File: src/rtl/viterbi_traceback_if.sv
`default_nettype none
// viterbi_traceback_if: per-step decision/metric input and decoded-block output
// bundle of the Viterbi traceback stage.
interface viterbi_traceback_if #(
  parameter int TB_LEN = 16
);
  logic              in_valid;
  logic              in_ready;
  logic [3:0]        dec;
  logic [7:0]        pm0;
  logic [7:0]        pm1;
  logic [7:0]        pm2;
  logic [7:0]        pm3;
  logic              out_valid;
  logic              out_ready;
  logic [TB_LEN-1:0] out_data;
  logic [1:0]        out_state;

  modport master (
    output in_valid, dec, pm0, pm1, pm2, pm3, out_ready,
    input  in_ready, out_valid, out_data, out_state
  );

  modport slave (
    input  in_valid, dec, pm0, pm1, pm2, pm3, out_ready,
    output in_ready, out_valid, out_data, out_state
  );
endinterface
`default_nettype wire

File: src/rtl/viterbi_traceback.sv
`default_nettype none
// viterbi_traceback: buffers TB_LEN survivor-decision steps of a 4-state Viterbi
// decoder and traces back one step per cycle. Option macro: VITERBI_ZERO_TERM_EN.
module viterbi_traceback #(
  parameter int TB_LEN = 16
) (
  input  wire logic            clk,
  input  wire logic            rst_n,
  viterbi_traceback_if.slave   bus
);
  localparam int              PW     = $clog2(TB_LEN);
  localparam logic [PW-1:0]   C_LAST = PW'(TB_LEN - 1);

  typedef enum logic [1:0] {
    FILL  = 2'd0,
    TRACE = 2'd1,
    DONE  = 2'd2
  } state_t;

  state_t            r_state;
  state_t            w_state_nxt;
  logic [3:0]        r_mem [TB_LEN];
  logic [PW-1:0]     r_wr_ptr;
  logic [PW-1:0]     r_rd_ptr;
  logic [1:0]        r_cur;
  logic [TB_LEN-1:0] r_out_data;
  logic [1:0]        r_out_state;
  logic              w_in_ready;
  logic              w_accept;
  logic              w_last_step;
  logic [3:0]        w_mem_dec;
  logic [1:0]        w_start;

  assign w_in_ready  = (r_state == FILL);
  assign w_accept    = bus.in_valid & w_in_ready;
  assign w_last_step = (r_wr_ptr == C_LAST);
  assign w_mem_dec   = r_mem[r_rd_ptr];

`ifdef VITERBI_ZERO_TERM_EN
  logic w_unused_pm;
  assign w_unused_pm = ^{bus.pm0, bus.pm1, bus.pm2, bus.pm3};
  assign w_start     = 2'd0;
`else
  logic [1:0] w_lo_idx;
  logic [1:0] w_hi_idx;
  logic [7:0] w_lo_pm;
  logic [7:0] w_hi_pm;

  // Strict less-than at every stage keeps ties on the lower state index.
  always_comb begin
    w_lo_idx = 2'd0;
    w_lo_pm  = bus.pm0;
    w_hi_idx = 2'd2;
    w_hi_pm  = bus.pm2;
    if ($signed(bus.pm1) < $signed(bus.pm0)) begin
      w_lo_idx = 2'd1;
      w_lo_pm  = bus.pm1;
    end
    if ($signed(bus.pm3) < $signed(bus.pm2)) begin
      w_hi_idx = 2'd3;
      w_hi_pm  = bus.pm3;
    end
    w_start = ($signed(w_hi_pm) < $signed(w_lo_pm)) ? w_hi_idx : w_lo_idx;
  end
`endif

  always_comb begin
    w_state_nxt = r_state;
    unique case (r_state)
      FILL:    if (w_accept && w_last_step) w_state_nxt = TRACE;
      TRACE:   if (r_rd_ptr == '0)          w_state_nxt = DONE;
      DONE:    if (bus.out_ready)           w_state_nxt = FILL;
      default: w_state_nxt = FILL;
    endcase
  end

  always_ff @(posedge clk or negedge rst_n) begin
    if (!rst_n) r_state <= FILL;
    else        r_state <= w_state_nxt;
  end

  // Decision memory carries no reset; the write pointer alone defines its content.
  always_ff @(posedge clk) begin
    if (w_accept) r_mem[r_wr_ptr] <= bus.dec;
  end

  always_ff @(posedge clk or negedge rst_n) begin
    if (!rst_n) begin
      r_wr_ptr    <= '0;
      r_rd_ptr    <= '0;
      r_cur       <= 2'd0;
      r_out_data  <= '0;
      r_out_state <= 2'd0;
    end else begin
      unique case (r_state)
        FILL: begin
          if (w_accept) begin
            r_wr_ptr <= w_last_step ? '0 : r_wr_ptr + 1'b1;
            if (w_last_step) begin
              r_cur       <= w_start;
              r_out_state <= w_start;
              r_rd_ptr    <= C_LAST;
            end
          end
        end
        TRACE: begin
          r_out_data[r_rd_ptr] <= r_cur[1];
          r_cur                <= {r_cur[0], w_mem_dec[r_cur]};
          if (r_rd_ptr != '0) r_rd_ptr <= r_rd_ptr - 1'b1;
        end
        DONE: begin
          if (bus.out_ready) r_wr_ptr <= '0;
        end
        default: begin
          r_wr_ptr <= '0;
        end
      endcase
    end
  end

  assign bus.in_ready  = w_in_ready;
  assign bus.out_valid = (r_state == DONE);
  assign bus.out_data  = r_out_data;
  assign bus.out_state = r_out_state;
endmodule
`default_nettype wire

File: src/flat_wrapper.sv
// flat-port wrapper written by rule: the top's interface ports become plain ports
module viterbi_traceback_flat 
#(
  parameter int TB_LEN = 16
)
  (clk, rst_n, bus_in_valid, bus_dec, bus_pm0, bus_pm1, bus_pm2, bus_pm3, bus_out_ready, bus_in_ready, bus_out_valid, bus_out_data, bus_out_state);
  viterbi_traceback_if #(.TB_LEN(TB_LEN)) bus_i ();
  input  wire logic clk;
  input  wire logic rst_n;
  input wire logic [$bits(bus_i.in_valid)-1:0] bus_in_valid;
  input wire logic [$bits(bus_i.dec)-1:0] bus_dec;
  input wire logic [$bits(bus_i.pm0)-1:0] bus_pm0;
  input wire logic [$bits(bus_i.pm1)-1:0] bus_pm1;
  input wire logic [$bits(bus_i.pm2)-1:0] bus_pm2;
  input wire logic [$bits(bus_i.pm3)-1:0] bus_pm3;
  input wire logic [$bits(bus_i.out_ready)-1:0] bus_out_ready;
  output wire logic [$bits(bus_i.in_ready)-1:0] bus_in_ready;
  output wire logic [$bits(bus_i.out_valid)-1:0] bus_out_valid;
  output wire logic [$bits(bus_i.out_data)-1:0] bus_out_data;
  output wire logic [$bits(bus_i.out_state)-1:0] bus_out_state;
  assign bus_i.in_valid = bus_in_valid;
  assign bus_i.dec = bus_dec;
  assign bus_i.pm0 = bus_pm0;
  assign bus_i.pm1 = bus_pm1;
  assign bus_i.pm2 = bus_pm2;
  assign bus_i.pm3 = bus_pm3;
  assign bus_i.out_ready = bus_out_ready;
  assign bus_in_ready = bus_i.in_ready;
  assign bus_out_valid = bus_i.out_valid;
  assign bus_out_data = bus_i.out_data;
  assign bus_out_state = bus_i.out_state;
  viterbi_traceback #(.TB_LEN(TB_LEN)) u_core (.clk(clk), .rst_n(rst_n), .bus(bus_i));
endmodule
File: config.mk
export PLATFORM = sky130hd
export DESIGN_NAME = viterbi_traceback_flat
export DESIGN_NICKNAME = d
export VERILOG_FILES = /design/src/rtl/viterbi_traceback_if.sv /design/src/rtl/viterbi_traceback.sv /design/src/flat_wrapper.sv
export SDC_FILE = /design/constraint.sdc
export NUM_CORES = 1
export LEC_CHECK = 0
export CORE_MARGIN = 2
export CORE_UTILIZATION = 35
export DETAILED_ROUTE_END_ITERATION = 7
export PLACE_DENSITY_LB_ADDON = 0.1
export SLEW_MARGIN = 10
export SYNTH_ARGS = -nofsm -noshare
export SYNTH_HDL_FRONTEND = slang
export SYNTH_SLANG_ARGS = --single-unit
File: constraint.sdc
create_clock -name clk -period 2 [get_ports clk]
set_input_delay 0.2 -clock clk [delete_from_list [all_inputs] [get_ports clk]]
set_output_delay 0.2 -clock clk [all_outputs]
set_load 0.02 [all_outputs]
==> flow_summary.ini, run 1 <==
[outcome]
status = finished, violations left
violations = negative setup slack

[timing]
slew_viol_final = 0
tightest_slew_ps = 580
setup_slack_ps = -982
rsz0062_at_grt = true
slew_headroom_pct = 61.2
fin_crit_ps = 2980
tns_ps = -3670
max_freq_mhz = 335
finalClockSkew_ps = 4.54
final_hold_viol_count = 0
finalSetupViolCount = 4
period_share_pct = 149

[cells_and_area]
drive_gt1_share_pct = 37.9
num-fill-cells = 1199
final_util_pct = 51.3
final_area_mm2 = 0.00709
fin_nets = 621
syn2layout_area_growth_pct = 44.1
multiInputGateArea_mm2 = 0.00240
n_antenna_cell = 0
seq_area_mm2 = 0.00267

[clock_network]
cts_buffers = 9
clkSlewWorstSetupHoldPaths_ps = 70
clkLatencyLatePin_ps = 340
postCtsHoldBufs = 0
cts.path.max_buffers = 2
cts-root-buf = clkbuf_16
cts_sinks = 94
h-tree-depth = 3
tritoncts = done

[floorplan]
fp.dieW_um = 123
core_mm2 = 0.0138
dieArea_mm2 = 0.0150
die_h_um = 123
io_pins = 60
row_count = 43
start_util_pct = 35.6

[grt]
gr-usage-all-layers_pct = 17.2
grt_pass1_vias = 3841
grt_pass1_wl_um = 19600
overflow = 0
grt_max_degree = 31
antenna_found_initial = 0

[route]
drt_first_pass_iters = 5
routed_wl_um = 12300
vias = 3696
detail-route-antenna-nets = 0
first_iter_violations = 194
viasPerCell = 5.02
drcViolationCount = 0
avgRoutedWirePerCell_um = 16.8

[power_and_ir_drop]
leakage_uw = 0.00287
switching_share_pct = 33.9
combinationalPowerShare_pct = 40.6
vdd_drop_max_uv = 611
p_int_uw = 5020
switchingPower_uw = 2570
power_frac_clock_pct = 24.5
cellPowerDensity_mw_per_mm2 = 1070
p_total_uw = 7590
p_seq_share_pct = 34.8

[synthesis]
syn_avg_cell_area_um2 = 12.6
synth_cell_types = 55
synthMuxAreaShare_pct = 11.1
synth-edff-count = 64
synthArstFlopShare_pct = 31.9
yosys.area_share.simple_pct = 11.1
yosys-top-cells-area = edfxtp_1 (39%), dfrtp_1 (15%), ha_1 (7.6%)
yosysWarnings = 0
synth_top_family_by_area = compound AO/OA/AOI/OAI gates
seq_area_frac_synth_pct = 54.3
syn_nets = 462
yosys.area.top_type = edfxtp_1
syn_area_mm2 = 0.00492
netlist_instances = 392
synth_commonest_cells = edfxtp_1 (64), dfrtp_1 (30), ha_1 (30)
yosysMostFrequentCell = edfxtp_1
ys_ff_latch = 94
synthXorXnorAreaFrac_pct = 0
synth_top_area_share_pct = 39.0
synth_ff_type = edfxtp_1
synth_compound_area_share_pct = 12.4
synthAdderAreaFrac_pct = 7.63

[placement]
hpwlAfterDp_um = 8880
place.gp.congestion = 0.786
place_ws_ps = -1950
post_dp_cell_area_mm2 = 0.00639
port_buffers = 59

[setup_path]
cp.arrival_ps = 3240
worstSetupStartpointType = input port
criticalPathCategory = input port to flop
critPathMaxFanout = 4
reg2regPathDepth = 8
critPathRequiredTime_ps = 2260
reg2reg_setup_slack_ps = 0
end_kind = flop

[worst_hold_path]
hp-class = input port to asynchronous set/reset pin

[flow_run]
maxCapViolCount = 0
[power groups by stage]
stage / sequential (uW) / clock [uW] / combinational (uW)
floorplan: 2680 / 0 / 1700
global placement: 2680 / 0 / 2900
detailed placement: 2680 / 0 / 2920
CTS: 2650 / 1910 / 3060
global route: 2690 / 1990 / 3380
finish: 2640 / 1860 / 3080
[cells by family after synthesis]
kind of cell | count (synthesis)
fa+ha+maj | 30
flops | 94
buf+inv | 41
simple gates | 104
compound gates | 90
mux | 33
[area by class of cell]
| cell class | count | area share, % |
|---|---|---|
| clock inverter | 7 | 1.43 |
| sequential | 94 | 37.7 |
| multi-input combinational | 257 | 33.9 |
| clock buffer | 9 | 3.17 |
| timing repair buffer | 164 | 19.2 |
| tap | 180 | 3.17 |
| inverter | 25 | 1.50 |
[critical path: stages]
cell and delay, ps:
buf_12 110, inv_12 40, ha_4 180, a21o_1 180
a2111oi_4 340, o32ai_4 160, buf_6 140, mux2_4 300
ha_4 270, nor3b_4 240, nand3_4 150, buf_6 150
o32a_1 400, a21boi_4 170, a211oi_2 200
[placed cells by master, fill, tap and decap left out, drive strengths merged, types with 4 or more instances in the layout]
master,count
inv,27
a21o,5
nor3b,4
mux2,11
and3,4
ha,30
nand2b,8
clkdlybuf4s50,31
o21ai,28
buf,111
nand4,7
nor2b,4
edfxtp,64
mux4,16
nand2,23
nor2,24
a21oi,17
mux2i,6
nor3,9
nand3,12
o31ai,13
clkbuf,18
dlygate4sd2,12
dfrtp,30
[through the flow]
stage                     hold slack, ps  std cells
after CTS                            273        731
final                                264        736
after floorplan                    -95.6        392
after global placement               465        699
after global routing                 303        736
after detailed placement             478        699
[worst paths after layout]
| check | end | start |
|---|---|---|
| min in group clk | u_core.bus.out_data[0]$_DFFE_PN0P_ | u_core.bus.out_data[0]$_DFFE_PN0P_ |
| max reg2reg | u_core.r_cur[0]$_DFFE_PN0P_ | u_core.r_rd_ptr[0]$_DFFE_PN0P_ |
| min | u_core.r_wr_ptr[2]$_DFFE_PN0P_ | rst_n |
| max in group asynchronous | u_core.r_state[1]$_DFFE_PN0P_ | rst_n |
| max | u_core.r_cur[0]$_DFFE_PN0P_ | bus_pm2[5] |
| min reg2reg | u_core.bus.out_data[0]$_DFFE_PN0P_ | u_core.bus.out_data[0]$_DFFE_PN0P_ |
[layer usage]
metal / part of all wire [%] / track usage [%]
met5: 0 / 0
met3: 4.3 / 3.86
met1: 44 / 21.6
met2: 50 / 30.3
met4: 1.5 / 3.81
[what timing repair did]
item / CTS / global route
endpoints found under the setup margin: 5 / 5
gates resized for setup: 98 / 29
setup buffers: 17 / 5
endpoints found under the hold margin: 0 / 0
pin swaps: 24 / 20
[state kept, by name, indices dropped and copies added, names as in the netlist]
name                  flops
u_core.bus.out_state      2
u_core.r_rd_ptr           4
u_core.r_state            2
u_core.r_mem             64
u_core.r_cur              2
u_core.r_wr_ptr           4
u_core.bus.out_data      16
Note: power is estimated with default switching activity, not from simulation.
==> inputs of run 2 (changes only) <==
--- a/config.mk
+++ b/config.mk
@@ -5,9 +5,9 @@
 export SDC_FILE = /design/constraint.sdc
 export NUM_CORES = 1
 export LEC_CHECK = 0
-export CORE_MARGIN = 2
 export CORE_UTILIZATION = 35
 export DETAILED_ROUTE_END_ITERATION = 7
+export GPL_ROUTABILITY_DRIVEN = 0
 export PLACE_DENSITY_LB_ADDON = 0.1
 export SLEW_MARGIN = 10
 export SYNTH_ARGS = -nofsm -noshare
==> run 2 against run 1 <==
The flow still finishes with violations (negative setup slack). Final area decreased by 1.3%. Core utilization increased by 0.72 points. Worst hold slack about the same. Via count decreased by 3.7%. Count of clock-buffer cells in the layout increased by 3. Final cell count decreased by 3.3%. Total power decreased by 3.2%. Largest power group unchanged.
==> flow_summary.ini, run 2 (synthesis gave the netlist of run 1 again) <==
[floorplan]
fp.dieW_um = 121
die_h_um = 121
core_mm2 = 0.0135
io_pins = 60
row_count = 42
dieArea_mm2 = 0.0145
start_util_pct = 36.6

[power_and_ir_drop]
vdd_drop_max_uv = 506
cellPowerDensity_mw_per_mm2 = 1050
leakage_uw = 0.00278

[setup_path]
r2r-start = u_core.r_rd_ptr[0]$_DFFE_PN0P_
critPathMaxFanout = 4
worst-path-buf-inv = 2
worstSetupStartpoint = bus_pm2[6]
cp_slowest_stage_delay_ps = 530
cp.arrival_ps = 3260
cpLargestDelayFamily = simple AND/OR/NAND/NOR gates
critPathMostFrequentCell = ha_4
critical-path-slowest-cell = or4_1
criticalPathCategory = input port to flop
critPathRequiredTime_ps = 2270
crit_chain = clkdlybuf4s15_2, inv_2, ha_4, a2111oi_4, o32ai_4, mux2_4, ha_4, nor3b_4, nand3_4, nor4_4, mux2i_1, or4_1, nand3_1
worstSetupStartpointType = input port
end_kind = flop

[outcome]
violations = negative setup slack
status = finished, violations left

[clock_network]
clkLatencyLatePin_ps = 340
clkSlewWorstSetupHoldPaths_ps = 60
cts_buffers = 9
postCtsHoldBufs = 0
cts-root-buf = clkbuf_16
tritoncts = done
cts_sinks = 94
cts.path.max_buffers = 2
h-tree-depth = 3

[placement]
dpl.cell_count = 688
place_ws_ps = -1920
port_buffers = 59
hpwlAfterDp_um = 8420

[timing]
final_hold_viol_count = 0
finalSetupViolCount = 4
period_share_pct = 149
tightest_slew_ps = 605
setup_slack_ps = -987
slew_viol_final = 0
fin_crit_ps = 2990
whs_ps = 264
rsz0062_at_grt = true
slew_headroom_pct = 59.5
finalClockSkew_ps = 8.10
max_freq_mhz = 335
tns_ps = -3560

[cells_and_area]
syn2layout_area_growth_pct = 42.2
fin_nets = 601
n_antenna_cell = 0
fin_cells = 712
layout_common_cells = buf_4 (76), edfxtp_1 (64), clkdlybuf4s50_1 (31)
regMostFlops = u_core.r_mem
num-fill-cells = 1158
mostFrequentLayoutCell = buf_4
final_util_pct = 52.0
seq_area_mm2 = 0.00267
multiInputGateArea_mm2 = 0.00246
drive_gt1_share_pct = 36.2
largest_reg_flops = 64

[grt]
overflow = 0
grt_pass1_wl_um = 19200
grt_max_degree = 31
antenna_found_initial = 0
grt_pass1_vias = 3725
gr-usage-all-layers_pct = 17.2

[route]
first_iter_violations = 185
detail-route-antenna-nets = 0
drt_first_pass_iters = 4
viasPerCell = 5.00
vias = 3561
drcViolationCount = 0
avgRoutedWirePerCell_um = 16.2
routed_wl_um = 11500

[flow_run]
maxCapViolCount = 0

[worst_hold_path]
hp-class = input port to asynchronous set/reset pin
run 2: cell types whose count changed in the layout (fill, tap and decap cells not counted), moves of 3 or more:
| cell | before | now |
|---|---|---|
| inv_1 | 13 | 16 |
| ha_1 | 16 | 12 |
| buf_4 | 98 | 76 |
| clkdlybuf4s15_2 | 0 | 5 |
| clkbuf_2 | 9 | 0 |
| inv_2 | 10 | 7 |
run 2: per-layer routing:
layer / up-vias / GRT usage, % / wire, um
li1: 1774 / - / -
met2: 63 / 30.5 / 5770
met4: 0 / 3.94 / 114
met3: 9 / 3.25 / 369
met1: 1715 / 21.8 / 5260
met5: - / 0 / 0
run 2: worst reg2reg max path, cell delays in order, from the launching register on:
cell	delay [ps]
dfrtp_1	370
buf_12	170
mux4_2	520
a311oi_1	290
o31ai_1	110
a211o_1	260
o2111ai_1	130
a211oi_2	50
run 2: where the power goes:
part	internal (uW)	switching [uW]
clock network	916	710
logic	1530	1570
registers	2390	230
total	4840	2510
run 2: what timing repair did:
action | in CTS | in global routing
pin swaps | 27 | 5
gates resized for setup | 122 | 10
setup buffers | 6 | 2
setup endpoints to repair | 4 | 4
run 2: cell type report:
cell class	instances	share of cell area [%]
Timing Repair Buffer	144	17.9
Clock inverter	4	0.429
Sequential cell	94	38.2
Clock buffer	12	3.66
Inverter	25	1.52
Multi-Input combinational cell	257	35.1
Tap cell	176	3.15
run 2: final timing paths:
check	endpoint	slack [ps]	cells past startpoint
worst max-delay path	u_core.bus.out_state[0]$_DFFE_PN0P_	-990	13
worst min register to register	u_core.bus.out_data[0]$_DFFE_PN0P_	480	2
worst min-delay path	u_core.r_wr_ptr[3]$_DFFE_PN0P_	260	2
max in group asynchronous	u_core.bus.out_data[6]$_DFFE_PN0P_	1440	2
worst max register to register	u_core.r_cur[0]$_DFFE_PN0P_	-20	7
min in group clk	u_core.bus.out_data[0]$_DFFE_PN0P_	480	2
run 2: per-stage QoR:
stage | total power [uW] | area, um2
floorplan | 4370 | 5000
global placement | 5560 | 6330
detailed placement | 5580 | 6330
CTS | 7340 | 6930
global route | 7840 | 7000
finish | 7340 | 7000
==> inputs of run 3 (changes only) <==
--- a/config.mk
+++ b/config.mk
@@ -5,6 +5,7 @@
 export SDC_FILE = /design/constraint.sdc
 export NUM_CORES = 1
 export LEC_CHECK = 0
+export ABC_CLOCK_PERIOD_IN_PS = 2000
 export CORE_UTILIZATION = 35
 export DETAILED_ROUTE_END_ITERATION = 7
 export GPL_ROUTABILITY_DRIVEN = 0
==> results of run 3 <==
Final layout, timing and power as in run 2 (identical DEF).
